## src/rtl/uart_tx_queue.sv

```systemverilog
// uart_tx_queue: circular byte FIFO feeding a UART transmitter via tx_enable/tx_ready.
// Latency: 2 cycles from an accepted write into an empty queue (tx_ready=1) to tx_enable_o high.
// Backpressure: writes while full are dropped; sticky ovf_o only when UART_TXQ_OVF_EN is defined.
module uart_tx_queue #(
  parameter int DEPTH = 16,
  parameter int AW    = 4
) (
  input  logic          clk_i,
  input  logic          rst_ni,
  input  logic          wr_en_i,
  input  logic [7:0]    wr_data_i,
  output logic          full_o,
  output logic          empty_o,
  output logic [AW:0]   count_o,
  output logic          ovf_o,
  input  logic          ovf_clr_i,
  input  logic          tx_ready_i,
  output logic          tx_enable_o,
  output logic [7:0]    tx_parallel_o
);

  localparam logic [AW:0] DepthC = DEPTH[AW:0];

  // IDLE/GAP hold tx_enable low, ARM/BUSY hold it high for the whole frame.
  typedef enum logic [1:0] {
    IDLE = 2'd0,
    ARM  = 2'd1,
    BUSY = 2'd2,
    GAP  = 2'd3
  } state_e;

  state_e        state_q, state_d;
  logic [7:0]    mem_q [DEPTH];
  logic [AW-1:0] wr_ptr_q, wr_ptr_d;
  logic [AW-1:0] rd_ptr_q, rd_ptr_d;
  logic [AW:0]   count_q, count_d;
  logic          full_q, empty_q;
  logic          tx_enable_q;
  logic [7:0]    tx_parallel_q, tx_parallel_d;
  logic          ovf_q, ovf_d;
  logic          wr_acc;
  logic          pop;

  assign wr_acc = wr_en_i & ~full_q;

  // Transmit sequencer: pop in IDLE, wait for the frame to start and finish, then force one low cycle.
  always_comb begin
    state_d       = state_q;
    pop           = 1'b0;
    tx_parallel_d = tx_parallel_q;
    case (state_q)
      IDLE: begin
        if (!empty_q && tx_ready_i) begin
          pop           = 1'b1;
          tx_parallel_d = mem_q[rd_ptr_q];
          state_d       = ARM;
        end
      end
      ARM:     if (!tx_ready_i) state_d = BUSY;
      BUSY:    if (tx_ready_i)  state_d = GAP;
      GAP:     state_d = IDLE;
      default: state_d = IDLE;
    endcase
  end

  // Pointer and occupancy bookkeeping; a simultaneous write and pop leaves count unchanged.
  always_comb begin
    wr_ptr_d = wr_ptr_q;
    rd_ptr_d = rd_ptr_q;
    count_d  = count_q;
    if (wr_acc) wr_ptr_d = wr_ptr_q + 1'b1;
    if (pop)    rd_ptr_d = rd_ptr_q + 1'b1;
    case ({wr_acc, pop})
      2'b10:   count_d = count_q + 1'b1;
      2'b01:   count_d = count_q - 1'b1;
      default: count_d = count_q;
    endcase
  end

`ifdef UART_TXQ_OVF_EN
  // Sticky overflow: a dropped write sets it and wins over a same-cycle clear.
  always_comb begin
    ovf_d = (wr_en_i & full_q) | (ovf_q & ~ovf_clr_i);
  end
`else
  logic unused_ovf_clr;
  assign unused_ovf_clr = ovf_clr_i;

  // Overflow reporting compiled out; dropped writes stay silent.
  always_comb begin
    ovf_d = 1'b0;
  end
`endif

  // Storage array carries no reset: pointers and count define which entries are valid.
  always_ff @(posedge clk_i) begin
    if (wr_acc) mem_q[wr_ptr_q] <= wr_data_i;
  end

  // All control state and registered outputs; reset drops tx_enable immediately mid-frame.
  always_ff @(posedge clk_i or negedge rst_ni) begin
    if (!rst_ni) begin
      state_q       <= IDLE;
      wr_ptr_q      <= '0;
      rd_ptr_q      <= '0;
      count_q       <= '0;
      full_q        <= 1'b0;
      empty_q       <= 1'b1;
      tx_enable_q   <= 1'b0;
      tx_parallel_q <= 8'h00;
      ovf_q         <= 1'b0;
    end else begin
      state_q       <= state_d;
      wr_ptr_q      <= wr_ptr_d;
      rd_ptr_q      <= rd_ptr_d;
      count_q       <= count_d;
      full_q        <= (count_d == DepthC);
      empty_q       <= (count_d == '0);
      tx_enable_q   <= (state_d == ARM) || (state_d == BUSY);
      tx_parallel_q <= tx_parallel_d;
      ovf_q         <= ovf_d;
    end
  end

  assign full_o        = full_q;
  assign empty_o       = empty_q;
  assign count_o       = count_q;
  assign ovf_o         = ovf_q;
  assign tx_enable_o   = tx_enable_q;
  assign tx_parallel_o = tx_parallel_q;

endmodule
```

## config.mk

```make
export PLATFORM = sky130hd
export DESIGN_NAME = uart_tx_queue
export DESIGN_NICKNAME = d
export VERILOG_FILES = /design/src/rtl/uart_tx_queue.sv
export SDC_FILE = /design/constraint.sdc
export NUM_CORES = 1
export LEC_CHECK = 0
export ABC_CLOCK_PERIOD_IN_PS = 4200
export BUFFER_PORTS_ARGS = -buffer_cell sky130_fd_sc_hd__buf_4
export CAP_MARGIN = 30
export CELL_PAD_IN_SITES_DETAIL_PLACEMENT = 0
export CELL_PAD_IN_SITES_GLOBAL_PLACEMENT = 1
export CORE_MARGIN = 3
export CORE_UTILIZATION = 57
export DETAILED_ROUTE_END_ITERATION = 8
export GPL_TIMING_DRIVEN = 0
export MAX_ROUTING_LAYER = met4
export PLACE_DENSITY = 0.9
export SETUP_SLACK_MARGIN = 0.5
export SYNTH_ARGS = -nofsm -noshare
export SYNTH_HDL_FRONTEND = slang
export SYNTH_SLANG_ARGS = --single-unit
```

## constraint.sdc

```tcl
create_clock -name clk_i -period 4.2 [get_ports clk_i]
set_input_delay 0.21 -clock clk_i [delete_from_list [all_inputs] [get_ports clk_i]]
set_output_delay 0.21 -clock clk_i [all_outputs]
set_load 0.03 [all_outputs]
```

Word level (Yosys, flattened, before mapping)
Memory sizes are Yosys's and may differ from the RTL's. A register that Yosys moved wholly into a read port is not among the register bits.
Cells that the tools add are included.

storage, ports and cells
  bits of input ports = 13
  logic and storage cells = 38
  memory bits (writable) = 128
  memories = 1
  output and inout bits = 17
  register bits = 18

memory list
  name   words  bits a word  read ports  clocked after memory_dff  wr ports  line  text
  mem_q  16     8            1           1                         1         33    logic [7:0] mem_q [DEPTH];

cells by class
  multiplexer cells = 9
  equality and inequality tests = 8
  bitwise operators = 2
  reduce and logical (&&, ||, !) cells = 7
  $add $sub $neg = 4

operators by type and width
  cell                   number
  $pmux W5 S2            1
  $add A4 B1 Y4 const B  2
  $eq A2 B2 Y1 const B   4
  $pmux W2 S4            1
  $eq A2 B1 Y1 const B   3
  $mux W2                3
  $add A5 B1 Y5 const B  1
  $eq A5 B5 Y1 const B   1
  $logic_not A5 Y1       1
  $sub A5 B1 Y5 const B  1
  $mux W1                4
  $logic_not A1 Y1       2
  $logic_not A2 Y1       1
  $reduce_and A2 Y1      1
  $and A1 B1 Y1          1
  $logic_and A1 B1 Y1    1
  $logic_or A1 B1 Y1     1
  $not A1 Y1             1

Depth between registers and ports, before layout
  depth after elaboration = 7
  gate-level depth with buffers = 13
  depth with buffers taken out = 12

Least setup slack after synthesis
Ideal clock, no wire load.

  path type = register -> register
  start point = reg empty_q, in the netlist empty_o
  end point = reg empty_q, in the netlist empty_o
  path buffers = 0
  period minus slack after synthesis = 2.744 ns
  setup slack = 1.456 ns
  cell stages (with the launch flop) = 13
  required time = 4.126 ns
  setup time = 0.074 ns
  data arrival time = 2.670 ns
  cell sequence = dfstp_2 > or4b_4 > clkinv_1 > nand2_1 > xnor2_1 > ha_1 > nor3_1 > o31ai_1 > a21oi_1 > and3b_1 > or4_4 > clkinv_1 > nor2_1

on the way
  longest elaborated chain between the ends = 7
  elaborated cells between the ends (all ways) = 8
  those cells by class = eq/ne: 2; mux: 3; reduce/logical: 3

ends and longest elaborated chain
  item                                                 line  text
  start, declared                                      37    logic full_q, empty_q;
  start signal, assigned                               118   empty_q <= (count_d == '0);
  $logic_not A1 Y1 *                                   53    if (!empty_q && tx_ready_i) begin
  $logic_and A1 B1 Y1 *                                53
  $mux W1 *                                            53
  $mux W1 *                                            51    case (state_q)
  $eq A2 B1 Y1 / $eq A2 B2 Y1 (equally long branches)  73    case ({wr_acc, pop})
  $pmux W5 S2 *                                        73
  named net count_d[4]                                 36    logic [AW:0] count_q, count_d;
  $logic_not A5 Y1 *                                   118

Mark *: on every way through the listed nets, which the timed path passes. The rest lies on a longest branch.
A chain may end at the register's enable or synchronous reset.

Final worst setup path
  start point = reg state_q[1]
  end point = reg empty_q, in the netlist empty_o

on the way
  longest elaborated chain between the ends = 5
  elaborated cells between the ends (all ways) = 6
  those cells by class = eq/ne: 2; mux: 2; reduce/logical: 2

ends and longest elaborated chain
  item                                                 line  text
  start, declared                                      32    state_e state_q, state_d;
  start signal, assigned                               113   state_q <= state_d;
  $logic_not A2 Y1 *                                   51
  $mux W1 *                                            51
  $eq A2 B1 Y1 / $eq A2 B2 Y1 (equally long branches)  73
  $pmux W5 S2 *                                        73
  named net count_d[4]                                 36
  $logic_not A5 Y1 *                                   118

Marked as above.

==> impl_metrics.tcl <==
set metrics [dict create \
    max-clock-path-buffers 2 \
    route.detailed.drc 0 \
    grtUsageTotal 0.2181 \
    async_reset_ff_frac 0.1688 \
    pwr-share-seq 0.399 \
    setup_violations 0 \
    combPwrFrac 0.306 \
    synth_edf_count 128 \
    yosys.area.top_type "edfxtp_1" \
    fin_worst_skew_ps 4.203 \
    gr-total-overflow 0 \
    totalWireLength_um 11930 \
    yosysTopAreaCellShare 0.6172 \
    htreeDepth 4 \
    fin_util 0.6935 \
    io_pins 30 \
    start_util 0.5952 \
    antenna_found_initial 0 \
    detailed_place_hpwl_um 7736 \
    crit_required_ps 4660 \
    rsz0062_at_grt "false" \
    synth_most_common_cell "edfxtp_1" \
    worst_ir_drop_vdd_mv 0.4705 \
    cts_resized 0 \
    placed_cells 495 \
    p_switching_mw 1.516 \
    layout-drive-gt1-share 0.2544 \
    critPathKind "reg2reg" \
    die_y_um 110.5 \
    powerDensity_mw_per_mm2 698.4 \
    p_clk_frac 0.295 \
    swShare 0.2992 \
    postPlaceCellArea_mm2 0.006600 \
    syn-num-nets 352 \
    syn_to_final_growth_pct 16.52 \
    fin_tns_setup_ps 0 \
    final_cells 533 \
    synth_commonest_cells "edfxtp_1, mux4_2, dfrtp_1" \
    run_status "completed" \
    nets 406 \
    yosysSeqAreaShare 0.7219 \
    detail-route-antenna-nets 0 \
    ys_ff_latch 154 \
    clk_latency_ps 520 \
    start_kind "register" \
    drt_iter0_drc 234 \
    cts_tree "done" \
    synth.area.top_cells "edfxtp_1, mux4_2, dfrtp_1" \
    die_x_um 110.5 \
    clkSlewWorstSetupHoldPaths_ps 60 \
    diodes 0 \
    syn_area_per_cell_um2 18.76 \
    path_max_fanout 8 \
    rows 37 \
    grt_first_pass_wirelength_um 19190 \
    max-slew-margin-rel 0.4586 \
    p_leak_nw 2.526 \
    p_int_mw 3.551 \
    grt_max_degree 27 \
    cts-buffers-inserted 17 \
    nFillCells 663 \
    maxCapViolations 0 \
    grt_pass1_vias 3380 \
    cts-root-buf "clkbuf_8" \
    num_vias 3158 \
    viasPerCell 5.925 \
    synth_cell_types 40 \
    ys_warn_count 0 \
    first_pass_iters 4 \
    arrival_ps 3430 \
    finalCritPeriodShare 0.7070 \
    holdWs_ps 37.08 \
    gp_congestion 0.7605 \
    hp-class "in2reg" \
    max_freq_mhz 336.8 \
    design_area_mm2 0.007256 \
    hold_violations 0 \
    cts.sinks 154 \
    io_buffer_count 27 \
    synthFlopType "edfxtp_1" \
    endpoint_kind "register" \
    period_needed_ps 2969 \
    wl_per_cell_um 22.38 \
    postSynthCellCount 332 \
    final_max_slew_viol_count 0 \
    core_area_mm2 0.01046 \
    worst_slew_pin_slew_ps 812.1 \
    die-area_mm2 0.01221 \
    syn_area_mm2 0.006227 \
]
[power groups by stage]
| stage | clock network, mW | registers (mW) | logic (mW) |
|---|---|---|---|
| after floorplan | 0 | 2.16 | 0.980 |
| after global routing | 1.59 | 2.05 | 1.67 |
| final | 1.49 | 2.02 | 1.55 |
| after CTS | 1.52 | 2.03 | 1.57 |
| after global placement | 0 | 2.04 | 1.52 |
| after detailed placement | 0 | 2.05 | 1.56 |
[flip-flops by register name, summed over array words and instances, names as in the netlist, 2 cells and up]
register       flops
mem_q            128
tx_parallel_o      8
count_o            5
rd_ptr_q           4
wr_ptr_q           4
state_q            2
[layout by cell type, fill, tap and decap left out, types with 4 or more instances in the layout]
cell type and instances:
nand2_1 10, xnor2_1 9, a221o_1 8, clkbuf_1 14, nor3b_1 4, dfrtp_1 25, nor2_1 5, bufinv_16 4
nor3_1 10, inv_1 4, mux4_2 32, ha_1 7, mux2_2 9, edfxtp_1 128, buf_4 28, clkbuf_16 16
a21oi_1 5, dlygate4sd3_1 8, mux2i_1 8, clkinv_1 6, buf_2 4, and2_1 17
[area by class of cell]
| class | instances | area, um^2 | area share |
|---|---|---|---|
| tap | 136 | 170.2 | 0.02345 |
| buffer | 19 | 80.08 | 0.01104 |
| timing repair buffer | 35 | 282.8 | 0.03897 |
| inverter | 6 | 22.52 | 0.003104 |
| sequential | 154 | 4496 | 0.6196 |
| multi-input combinational | 153 | 1629 | 0.2245 |
| clock buffer | 19 | 421.7 | 0.05811 |
| clock inverter | 11 | 153.9 | 0.02121 |
[metal layers]
metal,vias up,part of all wire,GRT usage
met1,1599,0.42,0.2863
met5,-,0,-
met4,0,0.029,0.09031
li1,1422,-,-
met3,24,0.062,0.06356
met2,113,0.49,0.3240
[worst paths after layout]
kind	start	endpoint	slack, ps	cells past startpoint
max in group asynchronous	rst_ni	empty_o	3750	2
min in group asynchronous	rst_ni	state_q[1]	150	2
setup reg to reg	state_q[1]	empty_o	1230	12
setup / recovery	state_q[1]	empty_o	1230	12
hold / removal	wr_data_i[2]	mem_q[4][2]	40	1
hold reg to reg	tx_parallel_o[2]	tx_parallel_o[2]	520	1
[timing repair]
| action | CTS | global route |
|---|---|---|
| setup buffers | 0 | 0 |
| hold buffers | 8 | 0 |
| endpoints found under the hold margin | 109 | 0 |
[cells by family after synthesis]
| kind of cell | share of synthesized area |
|---|---|
| flops | 0.7219 |
| simple gates | 0.05887 |
| mux | 0.1449 |
| buf+inv | 0.01648 |
| compound gates | 0.02773 |
| xor+xnor | 0.01547 |
| fa+ha+maj | 0.01406 |
| other cells | 0.0006022 |
[metrics by stage]
stage | power (mW) | worst slack [ps]
final | 5.068 | 1231
after global routing | 5.314 | 952.7
after CTS | 5.112 | 1235
after detailed placement | 3.609 | 1255
after global placement | 3.555 | 1307
after floorplan | 3.137 | 1456
[worst max-delay path, cell delays in order (launching register included)]
cell and delay [ps]:
dfrtp_1 430, or4b_4 560, clkinv_1 160, nand2_1 160
xnor2_1 180, ha_1 220, nor3b_1 200, nand3_1 100
a21oi_1 180, a211oi_1 80, or4_4 540, clkinv_1 70
nor2_1 40
Power figures use the tool's default switching activity.
